`src/rtl/dsp_mac_feeder_if.sv`:
```
// rtl/dsp_mac_feeder_if.sv - operand-pair input stream and dot-product result stream
interface dsp_mac_feeder_if #(
    parameter int A_WIDTH   = 25,
    parameter int B_WIDTH   = 18,
    parameter int ACC_WIDTH = 48
);
    logic                        in_valid;
    logic                        in_ready;
    logic signed [A_WIDTH-1:0]   in_a;
    logic signed [B_WIDTH-1:0]   in_b;
    logic                        out_valid;
    logic                        out_ready;
    logic signed [ACC_WIDTH-1:0] out_sum;
    logic                        out_ovf;

    modport slave (
        input  in_valid, in_a, in_b, out_ready,
        output in_ready, out_valid, out_sum, out_ovf
    );

    modport master (
        output in_valid, in_a, in_b, out_ready,
        input  in_ready, out_valid, out_sum, out_ovf
    );
endinterface

```
`src/rtl/dsp_mac_feeder.sv`:
```
// rtl/dsp_mac_feeder.sv - operand sequencer and dot-product accumulator around a DSP48E1 multiplier
module dsp_mac_feeder #(
    parameter int A_WIDTH   = 25,
    parameter int B_WIDTH   = 18,
    parameter int MULT_LAT  = 3,
    parameter int VEC_LEN   = 16,
    parameter int ACC_WIDTH = 48
) (
    input  logic               CLK,
    input  logic               RST,
    dsp_mac_feeder_if.slave    s,
    output logic signed [29:0] dsp_a,
    output logic signed [17:0] dsp_b,
    output logic               dsp_ce,
    output logic               dsp_rst,
    input  logic signed [47:0] dsp_p
);
    localparam int             CNT_W    = (VEC_LEN > 1) ? $clog2(VEC_LEN) : 1;
    localparam logic [CNT_W-1:0] CNT_LAST = CNT_W'(VEC_LEN - 1);

    logic [MULT_LAT-1:0]         r_vpipe;
    logic signed [ACC_WIDTH-1:0] r_acc;
    logic signed [ACC_WIDTH-1:0] r_out_sum;
    logic [CNT_W-1:0]            r_cnt;
    logic                        r_ovf;
    logic                        r_out_valid;
    logic                        r_out_ovf;

    logic                        w_stall;
    logic                        w_accept;
    logic                        w_pv;
    logic                        w_last;
    logic                        w_add_ovf;
    logic signed [ACC_WIDTH-1:0] w_p_ext;
    logic signed [ACC_WIDTH-1:0] w_next;

    // A full, unconsumed result freezes the slice and the tag pipe together
    assign w_stall    = r_out_valid & ~s.out_ready;
    assign dsp_ce     = ~w_stall;
    assign dsp_rst    = RST;
    assign s.in_ready = ~w_stall & ~RST;
    assign w_accept   = s.in_valid & s.in_ready;

    assign dsp_a = 30'($signed(s.in_a));
    assign dsp_b = 18'($signed(s.in_b));

    assign w_pv      = r_vpipe[MULT_LAT-1] & dsp_ce;
    assign w_last    = (r_cnt == CNT_LAST);
    assign w_p_ext   = ACC_WIDTH'($signed(dsp_p));
    assign w_next    = r_acc + w_p_ext;
    assign w_add_ovf = (r_acc[ACC_WIDTH-1] == w_p_ext[ACC_WIDTH-1]) &&
                       (w_next[ACC_WIDTH-1] != r_acc[ACC_WIDTH-1]);

    assign s.out_valid = r_out_valid;
    assign s.out_sum   = r_out_sum;
    assign s.out_ovf   = r_out_ovf;

    always_ff @(posedge CLK) begin
        if (RST) begin
            r_vpipe <= '0;
        end else if (dsp_ce) begin
            r_vpipe[0] <= w_accept;
            for (int i = 1; i < MULT_LAT; i++) begin
                r_vpipe[i] <= r_vpipe[i-1];
            end
        end
    end

    always_ff @(posedge CLK) begin
        if (RST) begin
            r_acc       <= '0;
            r_cnt       <= '0;
            r_ovf       <= 1'b0;
            r_out_valid <= 1'b0;
            r_out_sum   <= '0;
            r_out_ovf   <= 1'b0;
        end else begin
            if (w_pv && w_last) begin
                r_out_sum   <= w_next;
                r_out_ovf   <= r_ovf | w_add_ovf;
                r_out_valid <= 1'b1;
                r_acc       <= '0;
                r_ovf       <= 1'b0;
                r_cnt       <= '0;
            end else begin
                if (w_pv) begin
                    r_acc <= w_next;
                    r_ovf <= r_ovf | w_add_ovf;
                    r_cnt <= r_cnt + CNT_W'(1);
                end
                if (r_out_valid && s.out_ready) begin
                    r_out_valid <= 1'b0;
                end
            end
        end
    end
endmodule
```
`src/flat_wrapper.sv`:
```
// flat-port wrapper written by rule: the top's interface ports become plain ports
module dsp_mac_feeder_flat 
#(
    parameter int A_WIDTH   = 25,
    parameter int B_WIDTH   = 18,
    parameter int MULT_LAT  = 3,
    parameter int VEC_LEN   = 16,
    parameter int ACC_WIDTH = 48
)
  (CLK, RST, dsp_a, dsp_b, dsp_ce, dsp_rst, dsp_p, s_in_valid, s_in_a, s_in_b, s_out_ready, s_in_ready, s_out_valid, s_out_sum, s_out_ovf);
  dsp_mac_feeder_if #(.A_WIDTH(A_WIDTH), .B_WIDTH(B_WIDTH), .ACC_WIDTH(ACC_WIDTH)) s_i ();
  input  logic CLK;
  input  logic RST;
  output logic signed [29:0] dsp_a;
  output logic signed [17:0] dsp_b;
  output logic dsp_ce;
  output logic dsp_rst;
  input  logic signed [47:0] dsp_p;
  input wire logic [$bits(s_i.in_valid)-1:0] s_in_valid;
  input wire logic [$bits(s_i.in_a)-1:0] s_in_a;
  input wire logic [$bits(s_i.in_b)-1:0] s_in_b;
  input wire logic [$bits(s_i.out_ready)-1:0] s_out_ready;
  output wire logic [$bits(s_i.in_ready)-1:0] s_in_ready;
  output wire logic [$bits(s_i.out_valid)-1:0] s_out_valid;
  output wire logic [$bits(s_i.out_sum)-1:0] s_out_sum;
  output wire logic [$bits(s_i.out_ovf)-1:0] s_out_ovf;
  assign s_i.in_valid = s_in_valid;
  assign s_i.in_a = s_in_a;
  assign s_i.in_b = s_in_b;
  assign s_i.out_ready = s_out_ready;
  assign s_in_ready = s_i.in_ready;
  assign s_out_valid = s_i.out_valid;
  assign s_out_sum = s_i.out_sum;
  assign s_out_ovf = s_i.out_ovf;
  dsp_mac_feeder #(.A_WIDTH(A_WIDTH), .B_WIDTH(B_WIDTH), .MULT_LAT(MULT_LAT), .VEC_LEN(VEC_LEN), .ACC_WIDTH(ACC_WIDTH)) u_core (.CLK(CLK), .RST(RST), .s(s_i), .dsp_a(dsp_a), .dsp_b(dsp_b), .dsp_ce(dsp_ce), .dsp_rst(dsp_rst), .dsp_p(dsp_p));
endmodule
```
`config.mk`:
```
export PLATFORM = sky130hd
export DESIGN_NAME = dsp_mac_feeder_flat
export DESIGN_NICKNAME = d
export VERILOG_FILES = /design/src/rtl/dsp_mac_feeder_if.sv /design/src/rtl/dsp_mac_feeder.sv /design/src/flat_wrapper.sv
export SDC_FILE = /design/constraint.sdc
export NUM_CORES = 1
export LEC_CHECK = 0
export ABC_AREA = 1
export CAP_MARGIN = 5
export CORE_ASPECT_RATIO = 0.7
export CORE_MARGIN = 2
export CORE_UTILIZATION = 45
export DETAILED_ROUTE_END_ITERATION = 10
export MAX_ROUTING_LAYER = met4
export PLACE_DENSITY = 0.71
export SYNTH_ARGS = -nofsm -noshare
export SYNTH_HDL_FRONTEND = slang
export SYNTH_SLANG_ARGS = --single-unit
```
`constraint.sdc`:
```
create_clock -name CLK -period 2.65 [get_ports CLK]
set_clock_uncertainty 0.05 [all_clocks]
set_input_delay 0.265 -clock CLK [delete_from_list [all_inputs] [get_ports CLK]]
set_output_delay 0.265 -clock CLK [all_outputs]
set_load 0.01 [all_outputs]
```
==> out/results.ini <==
[status]
outcome = finished, final reports clean

[route]
drc = 0
routed_wl_mm = 27.82
wl_per_cell_microns = 15.78
drt_iter0_drc = 926
vias = 8754
antenna_left = 0
viasPerCell = 4.965
drt_first_pass_iters = 5

[worst_setup_path]
cp.required_ps = 2870
crit_fanout = 3
path_common_cell = nand2_1
slowest_delay_ps = 470
reg2reg_slack_ps = 250
cp-start-kind = input pin
slowest_stage = fa_1
cp.arrival_ps = 2650
path_class = input pin to flip-flop
cp-end-kind = flip-flop
path_cells = clkdlybuf4s50_1 > ha_1 > fa_1 > nand2_1 > nand3_1 > nand3_1 > nand2_1 > buf_4 > nand2_1 > nand2_1 > nand3_1 > nand3_1 > nand2_1 > nand3_1 > nand2_1 > inv_1

[cts]
htreeDepth = 3
path_clk_slew_ps = 70
cts_buffers = 9
post-cts-setup-buffer-count = 0
cts_hold_buf = 0
cts_resized = 0
root_buffer = clkbuf_16
cts_max_path_buffers = 2
clk-insertion-delay-late_ps = 370
cts_tree = built
cts_sinks = 106

[final_layout]
drive_above_1_share_pct = 9.037
area_delta_synth_final_pct = 24.77
n_fill_cell = 1850
fin_nets = 1666
n_antenna_cell = 0

[power_and_ir_drop]
irDropWorstVdd_uv = 406.4
p_seq_share_pct = 39.7
power_density_nw_per_um2 = 407.1
total_power_mw = 4.125
combPwrFrac_pct = 22.1
internal_power_mw = 2.868
power.switching_mw = 1.257
switching_share_pct = 30.48
p_leak_nw = 5.456
p_clk_share_pct = 38.2

[floorplanning]
die_h_microns = 116.4
pin_count = 196
num_rows = 41
die_w_microns = 164.6
core_area_sq_um = 17850
dieArea_sq_um = 19160
initial_utilization_pct = 45.49

[synth]
netlist_area_sq_um = 8122
yosys-top-cells-area = dfxtp_1 (26%), nand2_1 (22%), inv_1 (10%)
synth_most_common_cell = nand2_1
yosys.area.top_type_share_pct = 26.13
synth_top_area_cell = dfxtp_1
synth_cell_types = 38
synth_cells = 1373
ys_seq_elements = 106
synth_flop_cell = dfxtp_1
syn_nets = 1517
netlist_top_cells_count = nand2_1 (484), inv_1 (225), nor2_1 (157)
yosys_warnings = 0
async_flop_share_pct = 0
avgSynthCellArea_sq_um = 5.915
synth_seq_area_share_pct = 26.13
synth_edf_count = 0

[timing]
min_period_ps = 2431
hold_viol_final = 0
drv_slew = 0
relSlewSlack_pct = 60.90
timing.final.crit_share_pct = 91.72
setup_viol = 0
rsz0062_at_grt = no
worst_slew_pin_slew_ps = 586.4
holdWs_ps = 403.1
fmax_mhz = 411.4

[place]
portBuffers = 104
gp_congestion = 0.9727
dpl.hpwl_mm = 22.37

[flow_run]
max_cap_violations = 0

[global_routing]
track_usage_pct = 30.53
antenna_found_initial = 0
grt_pass1_vias = 7787
grt_pass1_wl_mm = 42.85
grt.overflow.total = 0
grt_max_degree = 90

[worst_hold_path]
min_path_type = flip-flop to flip-flop

## path summary, 6_finish.rpt
| check | start | endpoint | cells past startpoint |
|---|---|---|---|
| max | dsp_p[0] | u_core.r_acc[42] | 16 |
| min | u_core.s.out_sum[43] | u_core.s.out_sum[43] | 2 |
| max reg2reg | u_core.r_acc[6] | u_core.r_acc[19] | 12 |
| min reg2reg | u_core.s.out_sum[43] | u_core.s.out_sum[43] | 2 |
## kinds of logic after synthesis
group	synth area share, %
buffers and inverters	16.73
XOR/XNOR	2.265
flip-flops	26.13
AO/OA/AOI/OAI	10.37
AND/OR/NAND/NOR	36.87
adder cells (fa/ha/maj)	7.641
## critical path: cells and delay by family
kind | cells | cell delay [ps]
buffers and inverters | 3 | 590
adder cells (fa/ha/maj) | 2 | 720
AND/OR/NAND/NOR | 11 | 1070
## per-stage QoR
stage	cells	util, %	instance area [sq um]	setup TNS [ps]	setup slack (ps)
floorplan	1373	-	8122	0	596.3
global placement	1747	54.89	9798	-1232	-105.6
detailed placement	1747	54.89	9798	-2678	-185.8
CTS	1763	56.76	10130	0	194.2
global route	1763	56.76	10130	0	6.869
finish	1763	56.76	10130	0	219.5
## placed cells by master, fill, tap and decap left out, types with 9 or more instances in the layout
master,count
o21ai_1,21
nand3_1,63
nand2_1,484
o211ai_1,10
clkdlybuf4s50_1,104
inv_1,225
nand4_1,17
nor2_1,157
clkbuf_16,9
a21oi_1,54
o21ai_0,35
ha_1,48
xor2_1,13
dfxtp_1,106
buf_4,106
## layout make-up
class                   count  area [sq um]  share of cell area (%)
well taps                 236         295.3                   2.914
clock buffers              10         239.0                   2.358
multi-input cells         963          4641                   45.80
inverters                 230         863.3                   8.520
repair buffers            212          1877                   18.52
flip-flops and latches    106          2122                   20.94
clock inverters             6         96.34                  0.9507
## state kept, by name (all words and copies together) (netlist names)
| register | cells |
|---|---|
| u_core.r_vpipe | 3 |
| u_core.s.out_sum | 48 |
| u_core.r_ovf | 1 |
| u_core.s.out_valid | 1 |
| u_core.r_acc | 48 |
| u_core.s.out_ovf | 1 |
| u_core.r_cnt | 4 |
## routing by layer
layer / track usage [%] / wire (microns) / part of all wire (%)
met1: 47.69 / 15170 / 55
met2: 41.06 / 10310 / 37
met3: 3.942 / 1989 / 7.1
met4: 6.203 / 346 / 1.2
met5: - / 0 / 0
## power by group through the flow
stage                     Clock [mW]  Sequential, mW  Combinational, mW
after floorplan                    0            1.67              0.562
after global routing            1.65            1.64               1.00
after CTS                       1.59            1.64              0.898
after global placement             0            1.67              0.887
after detailed placement           0            1.67              0.891
final                           1.57            1.64              0.914
No activity file was read; power rests on OpenSTA's default activity.
